===== src/rtl/clkdiv_pkg.sv =====
// Shared types and divisor clamp for the multi-channel clock divider.
package clkdiv_pkg;

  typedef enum logic {SQUARE = 1'b0, PULSE = 1'b1} clkdiv_mode_e;
  typedef enum logic {ST_IDLE = 1'b0, ST_RUN = 1'b1} clkdiv_state_e;

  localparam int MIN_DIV = 2;

  // Divisors below MIN_DIV cannot produce a valid period and are raised to it.
  function automatic logic [31:0] eff_div(input logic [31:0] div);
    return (div < 32'(MIN_DIV)) ? 32'(MIN_DIV) : div;
  endfunction

endpackage


===== src/rtl/clkdiv_channel.sv =====
// One divider channel: phase counter, shadow config, IDLE/RUN FSM, output flops.
// Shadow config is applied only at a period boundary or when idle.
module clkdiv_channel
  import clkdiv_pkg::*;
#(
  parameter int CNT_W       = 16,
  parameter int DEFAULT_DIV = 2
) (
  input  logic             clock_in,
  input  logic             rst,
  input  logic             en,
  input  logic             cfg_we,
  input  logic [CNT_W-1:0] cfg_div,
  input  logic             cfg_mode,
  output logic             clock_out,
  output logic             tick,
  output logic             cfg_pending
);

  clkdiv_state_e    state, state_nx;
  logic [CNT_W-1:0] cnt, cnt_nx, cnt_inc;
  logic [CNT_W-1:0] div_act, div_sh, div_use, div_sh_nx;
  clkdiv_mode_e     mode_act, mode_sh, mode_use, mode_sh_nx;
  logic             pend, pend_nx;
  logic             clk_q, clk_nx, tick_q, tick_nx;
  logic [CNT_W-1:0] n_old, n_use;
  logic [CNT_W:0]   half;
  logic             wrap, apply;

  always_comb begin
    n_old    = CNT_W'(eff_div(32'(div_act)));
    wrap     = (cnt == (n_old - 1'b1));
    apply    = pend && ((state == ST_IDLE) || wrap);
    // The incoming config already governs the output computed on the apply edge.
    div_use  = apply ? div_sh : div_act;
    mode_use = apply ? mode_sh : mode_act;
    n_use    = CNT_W'(eff_div(32'(div_use)));
    half     = ({1'b0, n_use} + (CNT_W+1)'(1)) >> 1;
    cnt_inc  = wrap ? '0 : cnt + 1'b1;

    state_nx = state;
    cnt_nx   = '0;
    clk_nx   = 1'b0;
    tick_nx  = 1'b0;
    case (state)
      ST_IDLE: begin
        if (en) begin
          state_nx = ST_RUN;
          clk_nx   = 1'b1;
          tick_nx  = 1'b1;
        end
      end
      ST_RUN: begin
        if (!en) begin
          state_nx = ST_IDLE;
        end else begin
          cnt_nx  = cnt_inc;
          tick_nx = (cnt_inc == '0);
          clk_nx  = (mode_use == PULSE) ? (cnt_inc == '0) : ({1'b0, cnt_inc} < half);
        end
      end
      default: state_nx = ST_IDLE;
    endcase

    // A write on the apply edge lands in the shadow and stays pending.
    div_sh_nx  = cfg_we ? cfg_div : div_sh;
    mode_sh_nx = cfg_we ? clkdiv_mode_e'(cfg_mode) : mode_sh;
    pend_nx    = cfg_we ? 1'b1 : (apply ? 1'b0 : pend);
  end

  always_ff @(posedge clock_in or negedge rst) begin
    if (!rst) begin
      state    <= ST_IDLE;
      cnt      <= '0;
      div_act  <= CNT_W'(DEFAULT_DIV);
      div_sh   <= CNT_W'(DEFAULT_DIV);
      mode_act <= SQUARE;
      mode_sh  <= SQUARE;
      pend     <= 1'b0;
      clk_q    <= 1'b0;
      tick_q   <= 1'b0;
    end else begin
      state    <= state_nx;
      cnt      <= cnt_nx;
      div_act  <= div_use;
      div_sh   <= div_sh_nx;
      mode_act <= mode_use;
      mode_sh  <= mode_sh_nx;
      pend     <= pend_nx;
      clk_q    <= clk_nx;
      tick_q   <= tick_nx;
    end
  end

  assign clock_out   = clk_q;
  assign tick        = tick_q;
  assign cfg_pending = pend;

endmodule


===== src/rtl/clock_divider_multi.sv =====
// Multi-channel programmable clock divider; decodes the shared config bus
// into per-channel write strobes. Out-of-range channel writes are dropped.
module clock_divider_multi
  import clkdiv_pkg::*;
#(
  parameter int NUM_CH      = 4,
  parameter int CNT_W       = 16,
  parameter int DEFAULT_DIV = 2,
  localparam int CH_W       = (NUM_CH > 1) ? $clog2(NUM_CH) : 1
) (
  input  logic              clock_in,
  input  logic              rst,
  input  logic [NUM_CH-1:0] en,
  input  logic              cfg_we,
  input  logic [CH_W-1:0]   cfg_ch,
  input  logic [CNT_W-1:0]  cfg_div,
  input  logic              cfg_mode,
  output logic [NUM_CH-1:0] clock_out,
  output logic [NUM_CH-1:0] tick,
  output logic [NUM_CH-1:0] cfg_pending
);

  for (genvar i = 0; i < NUM_CH; i++) begin : g_ch
    logic wr_en;
    assign wr_en = cfg_we && (32'(cfg_ch) == i);

    clkdiv_channel #(
      .CNT_W       (CNT_W),
      .DEFAULT_DIV (DEFAULT_DIV)
    ) u_ch (
      .clock_in    (clock_in),
      .rst         (rst),
      .en          (en[i]),
      .cfg_we      (wr_en),
      .cfg_div     (cfg_div),
      .cfg_mode    (cfg_mode),
      .clock_out   (clock_out[i]),
      .tick        (tick[i]),
      .cfg_pending (cfg_pending[i])
    );
  end

endmodule


===== config.mk =====
export PLATFORM = sky130hd
export DESIGN_NAME = clock_divider_multi
export DESIGN_NICKNAME = d
export VERILOG_FILES = /design/src/rtl/clkdiv_pkg.sv /design/src/rtl/clkdiv_channel.sv /design/src/rtl/clock_divider_multi.sv
export SDC_FILE = /design/constraint.sdc
export NUM_CORES = 1
export LEC_CHECK = 0
export ABC_AREA = 1
export CORE_AREA = 8 8 181 183
export DETAILED_ROUTE_END_ITERATION = 8
export DIE_AREA = 0 0 189 191
export PLACE_DENSITY_LB_ADDON = 0.25
export SYNTH_ARGS = -nofsm -noshare
export SYNTH_HDL_FRONTEND = slang
export SYNTH_HIERARCHICAL = 1
export SYNTH_SLANG_ARGS = --single-unit

===== constraint.sdc =====
create_clock -name clock_in -period 4.6 [get_ports clock_in]
set_input_delay 0.92 -clock clock_in [delete_from_list [all_inputs] [get_ports clock_in]]
set_output_delay 0.92 -clock clock_in [all_outputs]
set_load 0.02 [all_outputs]

==> flow_summary.json, run 1 <==
{
  "grt_max_degree": 109,
  "track_usage_pct": 27.3,
  "io_pins": 38,
  "worst_pin_slew_ns": 1.10,
  "finalInstanceArea_sq_um": 22000,
  "first_pass_iters": 6,
  "port_buffers": 37,
  "initial_core_util_pct": 53.8,
  "clk_path_buf_depth": 3,
  "place.gp.congestion": 0.982,
  "syn_to_final_growth_pct": 36.0,
  "async_reset_ff_share_pct": 100,
  "min_period_over_period_pct": 111,
  "vias_per_cell": 5.37,
  "path_class": "reg -> reg",
  "tritoncts": "built",
  "synth_flop_cell": "dfrtp_1",
  "nFillCells": 2334,
  "grt_pass1_vias": 16700,
  "totalWireLength_um": 51200,
  "cp_slowest_cell": "dfrtp_1",
  "htreeDepth": 1,
  "crit_fanout": 8,
  "ys_warn_count": 6,
  "diodes": 0,
  "total_power_mw": 8.96,
  "power_leakage_nw": 10.8,
  "maxCapViolCount": 0,
  "crit_path_max_incr_delay_ns": 0.39,
  "peakVddDrop_v": 0.000391,
  "rsz0062_at_grt": "yes",
  "post-place-ws_ns": -0.686,
  "hpwl_um": 37600,
  "wl_per_cell_um": 16.1,
  "worstPathRequired_ns": 5.09,
  "die_w_um": 189,
  "synth_area_sq_um": 16200,
  "critPathLaunchType": "register",
  "cts.sinks": 216,
  "violations": "setup timing",
  "layout_setup_ws_ns": -0.514,
  "num_rows": 64,
  "status": "finished with violations",
  "num_vias": 17000,
  "drc": 0,
  "ys_ff_latch": 216,
  "seqCellArea_sq_um": 5420,
  "drtAntennaViolNets": 0,
  "grt-ovfl-total": 0,
  "nets": 2854,
  "slew_headroom_pct": 26.8,
  "clk_pin_slew_ns": 0.06,
  "cts_buffers": 26,
  "multiInputGateArea_sq_um": 10300,
  "final.min_clock_period_ns": 5.11,
  "setup-violations-final": 4,
  "hold_violations": 0,
  "min-delay-path-class": "in -> async",
  "netlist.area_leader.share_pct": 32.2,
  "yosysTopAreaCell": "dfrtp_1",
  "ctsHoldBuffers": 0,
  "synth.distinct_cells": 42,
  "cts-root-buf": "clkbuf_16",
  "synth_enable_flop_cells": 0,
  "die_area_sq_um": 36100,
  "grt_pass1_wl_um": 80900,
  "yosys-top-cells-area": "dfrtp_1, nand2_1, nand3_1, nor2_1, inv_1",
  "finClkSkew_ns": 0.0122,
  "synth_cells": 2345,
  "crit_top_cell": "nand2_2",
  "drtIter0Drc": 1246,
  "synth_nets": 2443,
  "core_sq_um": 30000,
  "crit_path_end_kind": "register",
  "p_per_area_nw_per_um2": 408,
  "avgSynthCellArea_sq_um": 6.89,
  "antenna_found_initial": 0,
  "drive_gt1_share_pct": 29.9,
  "final_max_slew_viol_count": 0,
  "critPathArrivalTime_ns": 5.60,
  "place_area_sq_um": 19700,
  "seq_area_frac_synth_pct": 33.5,
  "clk_latency_ns": 0.56,
  "fmax_ghz": 0.196,
  "chipHeight_um": 191
}
[critical path, delay by kind of cell, from the launching register on]
| family | cells | cell delay (ns) |
|---|---|---|
| and+or+nand+nor | 26 | 2.57 |
| AOI/OAI and AO/OA | 6 | 0.99 |
| adders and majority gates | 3 | 0.62 |
| DFF | 1 | 0.39 |
| xor gates and xnor gates | 2 | 0.28 |
| buffers and inverters | 1 | 0.18 |
[metal layers]
metal	part of all wire (%)	up-vias	track usage (%)	routed length, um
met2	48	555	47.1	24800
li1	-	8320	-	-
met4	4.4	0	12.0	2280
met3	5.9	161	4.12	3010
met1	41	7999	33.5	21100
met5	0	-	0	0
[layout make-up]
type                    instances  area share [%]
flip-flops and latches        216            24.7
multi-input cells            1786            47.1
repair buffers                440            16.8
clock inverters                15           0.912
clock buffers                  33            3.36
well taps                     396            2.26
inverters                     286            4.89
[power by group]
| part | switching (mW) | total, mW | internal (mW) | leakage [nW] |
|---|---|---|---|---|
| clock | 0.850 | 2.26 | 1.41 | 0.474 |
| sequential | 0.218 | 2.41 | 2.19 | 2.74 |
| combinational | 2.33 | 4.29 | 1.95 | 7.57 |
| total | 3.40 | 8.96 | 5.55 | 10.8 |
[repair_timing]
item / in CTS / in global routing
pin swaps: 89 / 100
cloned: 6 / 4
buffers inserted: 33 / 30
gates resized for setup: 68 / 119
setup endpoints to repair: 4 / 4
[cell usage in the layout, fill, tap and decap left out, types with 8 or more instances in the layout]
master,Yosys,layout
clkbuf_16,0,31
nor3_1,66,62
buf_6,12,13
clkdlybuf4s50_1,0,36
nand2_4,4,31
nand3_1,213,208
nor2_4,9,38
nand4_1,35,35
a21oi_1,45,34
nor3_2,8,10
buf_4,1,373
clkinv_2,0,10
xnor2_1,57,55
dfstp_2,8,8
inv_1,268,268
nor2_2,50,69
nor2_1,275,227
ha_4,0,10
nand3_2,12,17
o21ai_0,118,111
o21ai_1,21,25
xor2_1,64,63
ha_1,72,60
a21oi_2,0,9
inv_2,14,14
or2_2,15,15
nand2_1,638,531
nand2_2,41,123
dfrtp_1,208,205
buf_12,0,9
[worst paths after layout]
check                                                    from                                 end  slack (ns)  cells after the start
max                         g_ch[1].u_ch/div_act[4]$_DFF_PN0_    g_ch[1].u_ch/clock_out$_DFF_PN0_       -0.51                     38
min                                                       rst      g_ch[1].u_ch/cnt[10]$_DFF_PN0_        0.39                      1
max reg2reg                 g_ch[1].u_ch/div_act[4]$_DFF_PN0_    g_ch[1].u_ch/clock_out$_DFF_PN0_       -0.51                     38
min reg2reg                g_ch[1].u_ch/div_sh[0]$_DFFE_PN0P_  g_ch[1].u_ch/div_sh[0]$_DFFE_PN0P_        0.49                      2
max in group asynchronous                                 rst   g_ch[2].u_ch/div_act[1]$_DFF_PN1_        3.19                      2
min in group clock_in      g_ch[1].u_ch/div_sh[0]$_DFFE_PN0P_  g_ch[1].u_ch/div_sh[0]$_DFFE_PN0P_        0.49                      2
[metrics by stage]
| stage | setup TNS [ns] | hold WS [ns] | instances | util (%) |
|---|---|---|---|---|
| global route | -3.09 | 0.467 | 3172 | 73.1 |
| detailed placement | -2.03 | 0.471 | 3053 | 65.4 |
| CTS | -1.39 | 0.447 | 3140 | 70.6 |
| global placement | -1.60 | 0.471 | 3053 | 65.4 |
| floorplan | -0.174 | 0.437 | 2345 | - |
| finish | -1.71 | 0.388 | 3172 | 73.1 |
[cell families (layout without fill, tap and decap cells)]
kind of cell,after synthesis,after routing,synth area share [%]
AND/OR/NAND/NOR,1384,1386,38.6
buffers and inverters,345,774,8.71
flip-flops,216,216,33.5
AO/OA/AOI/OAI,207,207,7.04
XOR/XNOR,121,121,6.56
adder cells (fa/ha/maj),72,72,5.58
[cells in the mapped netlist, types with 41 or more instances]
library cell	n
a21oi_1	45
nand2_2	41
ha_1	72
nand3_1	213
dfrtp_1	208
o21ai_0	118
nor3_1	66
nor2_1	275
nor2_2	50
xor2_1	64
xnor2_1	57
nand2_1	638
inv_1	268
[state kept, by name (all words and copies together), names as in the netlist]
register / cells
g_ch.u_ch/mode_sh: 4
g_ch.u_ch/div_act: 64
g_ch.u_ch/state: 4
g_ch.u_ch/cnt: 64
g_ch.u_ch/tick: 4
g_ch.u_ch/div_sh: 64
g_ch.u_ch/cfg_pending: 4
g_ch.u_ch/mode_act: 4
g_ch.u_ch/clock_out: 4
Note: power is estimated with default switching activity, not from simulation.
==> inputs of run 2 (changes only) <==
ABC_AREA = default   (was 1)
CORE_AREA = 8 8 182 184   (was 8 8 181 183)
DIE_AREA = 0 0 190 192   (was 0 0 189 191)
SLEW_MARGIN = 0   (was default)
==> run 2 against run 1 <==
Against the previous run: the run still ends with setup timing left; via count is 13% lower; area after synthesis grew 1.2%; largest power group unchanged; count of clock-buffer cells in the layout increased by 8; clock skew is 0.022 ns higher; first-iteration DRC count is 11% lower; sequential share of layout area rose by 2.0 points; power rose by 1.8%; global-route usage decreased by 1.4 points.
==> flow_summary.json, run 2 <==
{
  "status": "finished with violations",
  "violations": "setup timing",
  "synth.most_common_cell": "dfrtp_1",
  "slew_headroom_pct": 37.2,
  "critPathArrivalTime_ns": 6.72,
  "yosys-top-cells-area": "dfrtp_1, mux2_2, ha_1, xor2_1, xnor2_1",
  "io_pins": 38,
  "min-delay-path-class": "in -> async",
  "synth_nets": 1876,
  "cts_buffers": 27,
  "synth_cells": 1778,
  "nFillCells": 2407,
  "hpwl_um": 35600,
  "worst-path-buf-inv": 3,
  "chipHeight_um": 192,
  "peakVddDrop_v": 0.000280,
  "crit_path_end_kind": "register",
  "seqCellArea_sq_um": 5420,
  "reg2regPathDepth": 26,
  "clk_latency_ns": 0.56,
  "layout_setup_ws_ns": -1.69,
  "synth_top_family_by_area": "simple AND/OR/NAND/NOR gates",
  "grt_pass1_vias": 14800,
  "worst_pin_slew_ns": 0.941,
  "diodes": 0,
  "synth_mux_area_share_pct": 10.4,
  "seqPwrFrac_pct": 29.6,
  "power.switching_mw": 3.50,
  "finalInstanceArea_sq_um": 20300,
  "num_vias": 14900,
  "power_leakage_nw": 8.82,
  "crit_fanout": 6,
  "async_reset_ff_share_pct": 100,
  "drc": 0,
  "grt-ovfl-total": 0,
  "place.gp.congestion": 0.939,
  "crit_family": "simple AND/OR/NAND/NOR gates",
  "setup-violations-final": 4,
  "synth_commonest_cells": "dfrtp_1, nor2_1, mux2_2, nand2_1, xor2_1",
  "num_rows": 64,
  "drive_gt1_share_pct": 29.8,
  "first_pass_iters": 5,
  "tritoncts": "built",
  "post-place-ws_ns": -1.69,
  "synth_flop_cell": "dfrtp_1",
  "place_area_sq_um": 18700,
  "initial_core_util_pct": 54.1,
  "reg2reg_slack_ns": -1.69,
  "synth-simple-area-share_pct": 25.7,
  "final.min_clock_period_ns": 6.29,
  "rr_startpoint": "g_ch[1].u_ch/div_act[11]$_DFF_PN0_",
  "synth_compound_area_share_pct": 11.1,
  "crit_top_cell": "buf_6",
  "clk_path_buf_depth": 3,
  "core_sq_um": 30200,
  "maxCapViolCount": 0,
  "die_w_um": 190,
  "synthAdderAreaFrac_pct": 5.51,
  "grt_max_degree": 96,
  "fin_hold_ws_ns": 0.371,
  "switching_share_pct": 38.4,
  "pwr-share-comb_pct": 47.2,
  "p_per_area_nw_per_um2": 450,
  "port_buffers": 37,
  "cts-root-buf": "clkbuf_16",
  "top_regs": "g_ch.u_ch/cnt (64), g_ch.u_ch/div_act (64), g_ch.u_ch/div_sh (64)",
  "totalWireLength_um": 47900,
  "clk_pin_slew_ns": 0.06,
  "cp.depth": 26,
  "yosysTopAreaCell": "dfrtp_1",
  "htreeDepth": 1,
  "crit_path_max_incr_delay_ns": 0.54,
  "intPower_mw": 5.62,
  "die_area_sq_um": 36500,
  "synth_area_sq_um": 16300,
  "critPathLaunchType": "register",
  "antenna_found_initial": 0,
  "synthXorXnorAreaFrac_pct": 9.86,
  "reg2reg_to": "g_ch[1].u_ch/clock_out$_DFF_PN0_",
  "total_power_mw": 9.12,
  "seq_area_frac_synth_pct": 33.1,
  "hold_violations": 0,
  "drtAntennaViolNets": 0,
  "drtIter0Drc": 1106,
  "wl_per_cell_um": 19.7,
  "ys_ff_latch": 216,
  "ys_warn_count": 6,
  "avgSynthCellArea_sq_um": 9.19,
  "netlist.area_leader.share_pct": 31.9,
  "grt_pass1_wl_um": 77300,
  "min_period_over_period_pct": 137,
  "power_frac_clock_pct": 23.2,
  "cp_slowest_cell": "or4_4",
  "final_max_slew_viol_count": 0,
  "vias_per_cell": 6.11,
  "setup-tns-final_ns": -4.75,
  "synth_enable_flop_cells": 0,
  "nets": 2115,
  "syn_to_final_growth_pct": 24.1,
  "cts.sinks": 216,
  "synth.distinct_cells": 79,
  "worstPathRequired_ns": 5.03,
  "final_cell_mix": "buf_4, dfrtp_1, nor2_1, mux2_2, nand2_1",
  "fmax_ghz": 0.159,
  "multiInputGateArea_sq_um": 10800,
  "finClkSkew_ns": 0.0343,
  "path_class": "reg -> reg",
  "rsz0062_at_grt": "yes",
  "track_usage_pct": 25.9,
  "final_common_cell": "buf_4"
}
## run 2: routing by layer
metal  wire length, um  up-vias  GRT usage [%]
met5                 0        -              0
met4              1240        0           7.67
met3              2510       96           3.36
met2             23100      476           43.9
met1             21000     7356           34.0
li1                  -     6949              -
## run 2: area by class of cell
class,count,share of cell area (%)
multi-input combinational,1409,53.1
sequential,216,26.7
timing repair buffer,326,12.7
clock buffer,41,3.79
tap,396,2.44
inverter,37,0.685
clock inverter,9,0.531
## run 2: power by group through the flow
stage,sequential [mW],clock [mW],combinational [mW]
finish,2.70,2.12,4.30
global route,2.74,2.23,4.65
CTS,2.69,2.15,4.07
detailed placement,2.70,0,3.95
global placement,2.69,0,3.87
floorplan,2.66,0,2.41
## run 2: per-stage QoR
| step | cells | util [%] |
|---|---|---|
| final | 2434 | 67.2 |
| after floorplan | 1778 | - |
| after detailed placement | 2358 | 62.1 |
| after global placement | 2358 | 62.1 |
| after CTS | 2422 | 65.8 |
| after global routing | 2434 | 67.2 |
## run 2: worst max-delay path by stage
| stage | startpoint | endpoint | slack, ns |
|---|---|---|---|
| 5_1_grt | g_ch[1].u_ch/div_act[11]$_DFF_PN0_ | g_ch[1].u_ch/clock_out$_DFF_PN0_ | -1.91 |
| 6_report | g_ch[1].u_ch/div_act[11]$_DFF_PN0_ | g_ch[1].u_ch/clock_out$_DFF_PN0_ | -1.69 |
| 2_1_floorplan | g_ch[1].u_ch/div_act[12]$_DFF_PN0_ | g_ch[1].u_ch/clock_out$_DFF_PN0_ | -1.76 |
| 3_5_place_dp | g_ch[1].u_ch/div_act[10]$_DFF_PN0_ | g_ch[1].u_ch/clock_out$_DFF_PN0_ | -1.69 |
| 3_3_place_gp | g_ch[1].u_ch/div_act[10]$_DFF_PN0_ | g_ch[1].u_ch/clock_out$_DFF_PN0_ | -1.63 |
| 4_1_cts | g_ch[1].u_ch/div_act[10]$_DFF_PN0_ | g_ch[1].u_ch/clock_out$_DFF_PN0_ | -1.66 |
## run 2: repair_timing
| item | 4_1_cts | 5_1_grt |
|---|---|---|
| pin swaps | 39 | 53 |
| setup buffers | 14 | 13 |
| hold buffers | 0 | 0 |
| gates resized for setup | 35 | 66 |
| endpoints found under the setup margin | 4 | 4 |
## run 2: cells by family (layout without fill, tap and decap cells)
kind of cell / count (synthesis) / after routing
adder cells (fa/ha/maj): 72 / 72
XOR/XNOR: 184 / 184
buffers and inverters: 153 / 413
multiplexers: 153 / 153
AND/OR/NAND/NOR: 756 / 756
AO/OA/AOI/OAI: 244 / 244
flip-flops: 216 / 216
## run 2: worst register-to-register path, stage by stage, from the launching register on
cell      delay (ns)
dfrtp_1         0.38
or4_4           0.54
or3_4           0.41
o31ai_4         0.25
ha_2            0.23
nor3b_4         0.27
buf_6           0.14
a21boi_2        0.05
o41ai_1         0.21
nand2b_1        0.14
nand4_1         0.17
o41ai_4         0.41
buf_6           0.19
mux2_4          0.31
or2_4           0.24
ha_4            0.19
buf_6           0.14
nand3_2         0.07
nor2_2          0.04
xnor2_1         0.11
nor2_1          0.08
a21oi_1         0.05
ha_1            0.30
nand4_1         0.09
or3_4           0.40
or4_1           0.51
a32o_1          0.25
